### config.mk
export PLATFORM = sky130hd
export DESIGN_NAME = pc_sequencer_flat
export DESIGN_NICKNAME = d
export VERILOG_FILES = /design/src/rtl/pc_sequencer_if.sv /design/src/rtl/pc_sequencer.sv /design/src/flat_wrapper.sv
export SDC_FILE = /design/constraint.sdc
export NUM_CORES = 1
export LEC_CHECK = 0
export ABC_AREA = 1
export CAP_MARGIN = 30
export CORE_MARGIN = 3
export CORE_UTILIZATION = 58
export DETAILED_ROUTE_END_ITERATION = 7
export HOLD_SLACK_MARGIN = 0.08
export PLACE_DENSITY = 0.76
export SLEW_MARGIN = 20
export SYNTH_ARGS = -nofsm -noshare
export SYNTH_HDL_FRONTEND = slang
export SYNTH_SLANG_ARGS = --single-unit
### constraint.sdc
create_clock -name i_clk -period 2.9 [get_ports i_clk]
set_clock_uncertainty 0.05 [all_clocks]
set_input_delay 0.435 -clock i_clk [delete_from_list [all_inputs] [get_ports i_clk]]
set_output_delay 0.435 -clock i_clk [all_outputs]
set_load 0.1 [all_outputs]
### src/rtl/pc_sequencer_if.sv
// Bundle of the decoder-facing request signals, target-table configuration
// port and fetch outputs of the PC sequencer.
interface pc_sequencer_if #(
   parameter int unsigned PC_W   = 10,
   parameter int unsigned LUT_AW = 5,
   parameter int unsigned CNT_W  = 16
);
   // Requests from the decoder / control side
   logic              start;
   logic              stall;
   logic              halt_instr;
   logic              jmp_req;
   logic              br_req;
   logic              br_cond;
   logic [LUT_AW-1:0] lut_idx;

   // Target-table write port
   logic              cfg_we;
   logic [LUT_AW-1:0] cfg_addr;
   logic [PC_W-1:0]   cfg_data;

   // Fetch side and status
   logic [PC_W-1:0]   pc_out;
   logic              pc_valid;
   logic              done;
   logic              trap;
   logic [CNT_W-1:0]  cycle_cnt;

   // Driver of requests and configuration, consumer of fetch addresses
   modport master (
      output start, stall, halt_instr, jmp_req, br_req, br_cond, lut_idx,
      output cfg_we, cfg_addr, cfg_data,
      input  pc_out, pc_valid, done, trap, cycle_cnt
   );

   // The sequencer itself
   modport slave (
      input  start, stall, halt_instr, jmp_req, br_req, br_cond, lut_idx,
      input  cfg_we, cfg_addr, cfg_data,
      output pc_out, pc_valid, done, trap, cycle_cnt
   );
endinterface

### src/rtl/pc_sequencer.sv
// Program-counter sequencer: issues fetch addresses after a start pulse,
// resolves jumps/branches through a programmable target table, and stops
// either normally (done) or on an illegal address (trap).
module pc_sequencer #(
   parameter int unsigned PC_W   = 10,
   parameter int unsigned LUT_AW = 5,
   parameter int unsigned MAX_PC = 1023,
   parameter int unsigned CNT_W  = 16
) (
   input logic            i_clk,
   input logic            i_init,
   pc_sequencer_if.slave  io_bus
);

   localparam int unsigned   LutDepth = 2 ** LUT_AW;
   localparam logic [PC_W-1:0] MaxPc  = PC_W'(MAX_PC);

   typedef enum logic [2:0] {
      StIdle,
      StRun,
      StRedirect,
      StHalt,
      StTrap
   } state_e;

   state_e           r_state;
   logic [PC_W-1:0]  r_pc;
   logic             r_valid;
   logic             r_done;
   logic             r_trap;
   logic [CNT_W-1:0] r_cnt;
   logic [PC_W-1:0]  r_lut [LutDepth];

   logic [PC_W-1:0]  w_target;
   logic             w_take;
   logic             w_target_bad;
   logic             w_at_end;

   // Table read sees the registered contents, so a same-cycle write is not yet visible
   assign w_target     = r_lut[io_bus.lut_idx];
   assign w_take       = io_bus.jmp_req | (io_bus.br_req & io_bus.br_cond);
   assign w_target_bad = (w_target > MaxPc);
   assign w_at_end     = (r_pc == MaxPc);

   // Target table: cleared by init, otherwise written from the config port in any state
   always_ff @(posedge i_clk) begin
      if (i_init) begin
         for (int i = 0; i < LutDepth; i++) begin
            r_lut[i] <= '0;
         end
      end else if (io_bus.cfg_we) begin
         r_lut[io_bus.cfg_addr] <= io_bus.cfg_data;
      end
   end

   // Sequencing FSM with all outputs registered alongside the state
   always_ff @(posedge i_clk) begin
      if (i_init) begin
         r_state <= StIdle;
         r_pc    <= '0;
         r_valid <= 1'b0;
         r_done  <= 1'b0;
         r_trap  <= 1'b0;
         r_cnt   <= '0;
      end else begin
         unique case (r_state)
            StIdle, StHalt: begin
               if (io_bus.start) begin
                  r_state <= StRun;
                  r_pc    <= '0;
                  r_valid <= 1'b1;
                  r_done  <= 1'b0;
                  r_cnt   <= '0;
               end
            end

            StRun: begin
               // Counts every RUN cycle, stalled ones included
               if (r_cnt != '1) begin
                  r_cnt <= r_cnt + 1'b1;
               end
               if (io_bus.stall) begin
                  // Hold everything; requests are re-evaluated once the stall drops
               end else if (io_bus.halt_instr) begin
                  r_state <= StHalt;
                  r_done  <= 1'b1;
                  r_valid <= 1'b0;
               end else if (w_take) begin
                  r_valid <= 1'b0;
                  if (w_target_bad) begin
                     r_state <= StTrap;
                     r_trap  <= 1'b1;
                  end else begin
                     r_state <= StRedirect;
                     r_pc    <= w_target;
                  end
               end else if (w_at_end) begin
                  // No wrap past the last legal address
                  r_state <= StTrap;
                  r_trap  <= 1'b1;
                  r_valid <= 1'b0;
               end else begin
                  r_pc <= r_pc + 1'b1;
               end
            end

            StRedirect: begin
               // One bubble while the new target is fetched; inputs are ignored
               if (r_cnt != '1) begin
                  r_cnt <= r_cnt + 1'b1;
               end
               r_state <= StRun;
               r_valid <= 1'b1;
            end

            StTrap: begin
               // Sticky until init
               r_valid <= 1'b0;
               r_trap  <= 1'b1;
            end

            default: begin
               r_state <= StIdle;
               r_valid <= 1'b0;
            end
         endcase
      end
   end

   assign io_bus.pc_out    = r_pc;
   assign io_bus.pc_valid  = r_valid;
   assign io_bus.done      = r_done;
   assign io_bus.trap      = r_trap;
   assign io_bus.cycle_cnt = r_cnt;

endmodule

### src/flat_wrapper.sv
// flat-port wrapper written by rule: the top's interface ports become plain ports
module pc_sequencer_flat 
#(
   parameter int unsigned PC_W   = 10,
   parameter int unsigned LUT_AW = 5,
   parameter int unsigned MAX_PC = 1023,
   parameter int unsigned CNT_W  = 16
)
  (i_clk, i_init, io_bus_start, io_bus_stall, io_bus_halt_instr, io_bus_jmp_req, io_bus_br_req, io_bus_br_cond, io_bus_lut_idx, io_bus_cfg_we, io_bus_cfg_addr, io_bus_cfg_data, io_bus_pc_out, io_bus_pc_valid, io_bus_done, io_bus_trap, io_bus_cycle_cnt);
  pc_sequencer_if #(.PC_W(PC_W), .LUT_AW(LUT_AW), .CNT_W(CNT_W)) io_bus_i ();
  input logic i_clk;
  input logic i_init;
  input wire logic [$bits(io_bus_i.start)-1:0] io_bus_start;
  input wire logic [$bits(io_bus_i.stall)-1:0] io_bus_stall;
  input wire logic [$bits(io_bus_i.halt_instr)-1:0] io_bus_halt_instr;
  input wire logic [$bits(io_bus_i.jmp_req)-1:0] io_bus_jmp_req;
  input wire logic [$bits(io_bus_i.br_req)-1:0] io_bus_br_req;
  input wire logic [$bits(io_bus_i.br_cond)-1:0] io_bus_br_cond;
  input wire logic [$bits(io_bus_i.lut_idx)-1:0] io_bus_lut_idx;
  input wire logic [$bits(io_bus_i.cfg_we)-1:0] io_bus_cfg_we;
  input wire logic [$bits(io_bus_i.cfg_addr)-1:0] io_bus_cfg_addr;
  input wire logic [$bits(io_bus_i.cfg_data)-1:0] io_bus_cfg_data;
  output wire logic [$bits(io_bus_i.pc_out)-1:0] io_bus_pc_out;
  output wire logic [$bits(io_bus_i.pc_valid)-1:0] io_bus_pc_valid;
  output wire logic [$bits(io_bus_i.done)-1:0] io_bus_done;
  output wire logic [$bits(io_bus_i.trap)-1:0] io_bus_trap;
  output wire logic [$bits(io_bus_i.cycle_cnt)-1:0] io_bus_cycle_cnt;
  assign io_bus_i.start = io_bus_start;
  assign io_bus_i.stall = io_bus_stall;
  assign io_bus_i.halt_instr = io_bus_halt_instr;
  assign io_bus_i.jmp_req = io_bus_jmp_req;
  assign io_bus_i.br_req = io_bus_br_req;
  assign io_bus_i.br_cond = io_bus_br_cond;
  assign io_bus_i.lut_idx = io_bus_lut_idx;
  assign io_bus_i.cfg_we = io_bus_cfg_we;
  assign io_bus_i.cfg_addr = io_bus_cfg_addr;
  assign io_bus_i.cfg_data = io_bus_cfg_data;
  assign io_bus_pc_out = io_bus_i.pc_out;
  assign io_bus_pc_valid = io_bus_i.pc_valid;
  assign io_bus_done = io_bus_i.done;
  assign io_bus_trap = io_bus_i.trap;
  assign io_bus_cycle_cnt = io_bus_i.cycle_cnt;
  pc_sequencer #(.PC_W(PC_W), .LUT_AW(LUT_AW), .MAX_PC(MAX_PC), .CNT_W(CNT_W)) u_core (.i_clk(i_clk), .i_init(i_init), .io_bus(io_bus_i));
endmodule
## Yosys cells after proc, flatten, opt, wreduce, memory -nomap -nowiden

Memories as Yosys holds them, arrays and structs flattened.
Cells that the tools add are included.

- Register bits after elaboration: 32
- Bits in writable memories: 320
- Bits of input ports: 29
- Output and inout bits: 29
- Memories kept: 1

Memories:

| name | words | bits a word | read ports | clocked after memory_dff | wr ports | line | text |
|---|---|---|---|---|---|---|---|
| u_core.r_lut | 32 | 10 | 1 | 0 | 32 | pc_sequencer.sv:32 | `logic [PC_W-1:0] r_lut [LutDepth];` |

- Add/subtract/negate cells: 2
- Order comparisons: 1
- Equality and inequality tests: 16
- Multiplexer cells: 41
- Bitwise gates (word level): 3
- Reductions and logical operators: 13

Operator list:

| kind | count |
|---|---|
| $mux W10 | 7 |
| $mux W16 | 2 |
| $pmux W16 S2 | 1 |
| $pmux W10 S2 | 1 |
| $mux W1 | 19 |
| $mux W3 | 6 |
| $add A16 B1 Y16 const B | 1 |
| $ne A16 B16 Y1 const B | 1 |
| $pmux W3 S4 | 1 |
| $add A10 B1 Y10 const B | 1 |
| $eq A10 B10 Y1 const B | 1 |
| $gt A10 B10 Y1 const B | 1 |
| $reduce_or A10 Y1 | 1 |
| $ne A2 B2 Y1 const B | 4 |
| $reduce_and A4 Y1 | 2 |
| $eq A3 B2 Y1 const B | 2 |
| $ne A3 B3 Y1 const B | 2 |
| $reduce_and A3 Y1 | 2 |
| $reduce_and A6 Y1 | 1 |
| $reduce_bool A2 Y1 | 3 |
| $mux W5 | 1 |
| $reduce_and A5 Y1 | 1 |
| $ne A4 B2 Y1 const B | 1 |
| $pmux W1 S2 | 2 |
| other kinds (11) | 12 |

## Longest topological paths before layout

An unclocked memory read counts as a cell.

- Depth in word-level cells: 7
- Depth in mapped cells: 14
- Gate-level depth less buffers: 12

## Worst setup path after synthesis

OpenSTA, ideal clock, no wires.

- Kind: reg-to-reg
- Start: register u_core.r_cnt[1] (netlist: u_core.io_bus.cycle_cnt[1])
- End: register u_core.r_cnt[14] (netlist: u_core.io_bus.cycle_cnt[14])
- Data arrival time: 2.360 ns
- Data required time: 2.722 ns
- Setup slack: 0.362 ns
- Stages on the path, launching flop included: 11
- Cells stage by stage: dfxtp_1 ha_1 nand2_1 nor3_2 nand2_1 nor2_1 nand2_1 nor3_1 nand2_1 nor2_1 nor3b_2

- Cells in the longest elaborated chain, start to end: 3
- Elaborated cells between the ends (all ways): 6
- Those cells by class: add/sub: 1; eq/ne: 2; mux: 2; reduce/logical: 1

Ends and longest elaborated chain:

| what | line | text |
|---|---|---|
| start: declaration | pc_sequencer.sv:31 | `logic [CNT_W-1:0] r_cnt;` |
| start signal: assignment | pc_sequencer.sv:80 | `r_cnt <= r_cnt + 1'b1;` |
| start signal: assignment | pc_sequencer.sv:110 | `r_cnt <= r_cnt + 1'b1;` |
| $add A16 B1 Y16 / $ne A16 B16 Y1 (equally long branches) | n/a |  |
| $mux W16 / $ne A2 B1 Y1 (equally long branches) | n/a |  |
| $pmux W16 S2 / $reduce_and A3 Y1 (equally long branches) | n/a |  |

Several ways; a longest one is shown, not always the timed one. The select of a mux whose other input is x is not followed.
A chain may end at the register's enable or synchronous reset.

==> impl_metrics.json <==
{
  "status": "finished, final reports clean",
  "worstSkewPairLatency_ns": 0.52,
  "drive_gt1_share_pct": 10.6,
  "ys_ff_latch": 352,
  "place_area_mm2": 0.0174,
  "min_path_cells": 2,
  "place_congestion": 0.895,
  "synth_largest_area_cell": "edfxtp_1",
  "ys.flop_type": "edfxtp_1",
  "synth_edf_count": 320,
  "die_w_um": 175,
  "async_reset_ff_share_pct": 0,
  "drv_cap": 0,
  "hold_slack_ns": 0.407,
  "seq_area_frac_synth_pct": 62.0,
  "rsz0062_at_grt": "no",
  "worst-setup-path-type": "input port to register",
  "placed_cells": 2167,
  "ir_worst_vdd_mv": 0.469,
  "grt-ovfl-total": 0,
  "clk_pin_slew_ns": 0.06,
  "maxClockFrequency_mhz": 473,
  "hp-start": "u_core.io_bus.trap",
  "first_pass_iters": 6,
  "cp_max_fo": 10,
  "cts_tree": "built",
  "avgSynthCellArea_um2": 9.18,
  "hold_class": "register to register",
  "cp.required_ns": 3.02,
  "final_common_cell": "nand2_1",
  "use_met2_pct": 43.6,
  "synth_nets": 1831,
  "grt_antenna_before_repair": 0,
  "reg2reg_depth": 10,
  "synthDistinctLibCells": 40,
  "post_cts_resized": 0,
  "ant_nets": 0,
  "grt_busiest_layer": "met2",
  "cts_made_buffers": 37,
  "finalHoldViolations": 0,
  "h-tree-depth": 2,
  "grt.met3_usage_pct": 5.48,
  "first_global_vias": 12300,
  "period_minus_slack_ns": 2.12,
  "synth_area_leaders": "edfxtp_1, nand2_1, nor2_1",
  "dpl.hpwl_um": 26800,
  "relSlewSlack_pct": 53.1,
  "io_pins": 58,
  "r2r_slack_ns": 0.86,
  "r2r-start": "u_core.io_bus.pc_out[0]",
  "floorplan.initialDensity_pct": 59.1,
  "wl_per_cell_um": 19.5,
  "yosys_warnings": 0,
  "post_cts_buffers": 0,
  "tns_ns": 0,
  "io_buffers": 57,
  "syn_inst": 1800,
  "max_slew.worst_pin.slew_ns": 0.699,
  "avgViaCountPerCell": 5.85,
  "final-max-slew-violation-count": 0,
  "synth_area_mm2": 0.0165,
  "num_vias": 13100,
  "chipHeight_um": 175,
  "cp.arrival_ns": 2.24,
  "setup_violations": 0,
  "clkSinkCount": 352,
  "grt_pass1_wl_um": 67000,
  "use_met1_pct": 39.8,
  "min_to": "u_core.io_bus.trap",
  "area.growth.synth_to_final_pct": 12.8,
  "grt_usage_pct": 28.1,
  "antenna_cells": 0,
  "initialDrtViolationCount": 1918,
  "layout_common_cells": "nand2_1, nor2_1, edfxtp_1",
  "fin_area_mm2": 0.0186,
  "power.leakage_uw": 0.00739,
  "die_area_mm2": 0.0305,
  "fin_cells": 2233,
  "cts_root_buffer": "clkbuf_16",
  "fin_nets": 1859,
  "clock_path_buffers": 3,
  "end_kind": "register",
  "drc": 0,
  "synth.top_cell.area_share_pct": 58.2,
  "postCtsHoldBufs": 0,
  "rows": 61,
  "final_core_util_pct": 66.7,
  "r2r-end": "u_core.io_bus.pc_out[0]",
  "period_share_pct": 73.0,
  "core-area_mm2": 0.0279,
  "p_per_area_mw_per_mm2": 647,
  "grt_max_degree": 133,
  "drt_wl_total_um": 43600,
  "cp-start-kind": "input port"
}
how the worst max path moves through the flow:
stage	startpoint	to	slack [ns]	depth (start not counted)
3_5_place_dp	io_bus_cfg_addr[4]	u_core.r_lut[29][1]	0.35	5
6_report	io_bus_cfg_addr[4]	u_core.r_lut[31][0]	0.78	5
5_1_grt	u_core.io_bus.cycle_cnt[1]	u_core.io_bus.cycle_cnt[14]	0.67	10
3_3_place_gp	io_bus_cfg_addr[2]	u_core.r_lut[28][5]	0.42	5
4_1_cts	io_bus_cfg_addr[4]	u_core.r_lut[31][6]	0.85	5
2_1_floorplan	u_core.io_bus.cycle_cnt[1]	u_core.io_bus.cycle_cnt[14]	0.36	10
critical path: stages:
cell	delay, ns
clkdlybuf4s50_1	0.57
inv_1	0.12
nor3_1	0.59
nand2_1	0.18
nand2_1	0.34
report_power, final:
group          switching (µW)  total (µW)  internal (µW)
combinational            1090        1450            363
clock                    1910        4680           2770
sequential                110        5920           5810
total                    3110       12100           8940
synth_stat cells, types with 2 or more instances:
cell        n
nand2_1   492
nor2_1    371
edfxtp_1  320
nand3_1   250
clkbuf_1   82
inv_1      45
a21oi_1    40
buf_2      36
dfxtp_1    32
o21ai_0    18
nor3_1     15
buf_4      12
inv_2      10
nor3_2      9
xor2_1      7
o31ai_1     6
buf_1       5
nand4_1     5
nor2_2      5
o21ai_1     5
nand2_2     4
o211ai_1    3
or2_2       3
a211oi_2    2
a21oi_2     2
buf_6       2
clkinv_1    2
ha_1        2
nor2_4      2
nor3b_2     2
o221ai_1    2
cells by family (layout without fill, tap and decap cells):
family / after synthesis / after routing / share of synthesized area [%]
buffers and inverters: 194 / 249 / 5.04
xor gates and xnor gates: 7 / 7 / 0.371
adders and majority gates: 2 / 2 / 0.151
AOI/OAI and AO/OA: 83 / 83 / 2.97
DFF: 352 / 352 / 62.0
and+or+nand+nor: 1162 / 1162 / 29.4
sequential cells by signal, summed over array words and instances (netlist names):
| register | count |
|---|---|
| u_core.io_bus.cycle_cnt | 16 |
| u_core.io_bus.done | 1 |
| u_core.io_bus.pc_out | 10 |
| u_core.io_bus.pc_valid | 1 |
| u_core.io_bus.trap | 1 |
| u_core.r_lut | 320 |
| u_core.r_state | 3 |
stage by stage:
stage	setup WS, ns	total power, µW
2_1_floorplan	0.362	7010
3_3_place_gp	0.417	7410
3_5_place_dp	0.353	7450
4_1_cts	0.847	12100
5_1_grt	0.672	12400
6_report	0.784	12100
metal layers:
metal  up-vias  routed length [µm]
li1       6046                   -
met1      6097               17200
met2       800               19900
met3       118                4920
met4         0                1560
met5         -                   0
final cells by class:
type	instances	area (µm²)
Sequential cell	352	10200
Fill cell	2170	9300
Multi-Input combinational cell	1254	5440
Timing Repair Buffer	126	1070
Clock buffer	49	1030
Tap cell	378	473
Inverter	57	216
Clock inverter	17	158
Power figures use the tool's default switching activity.
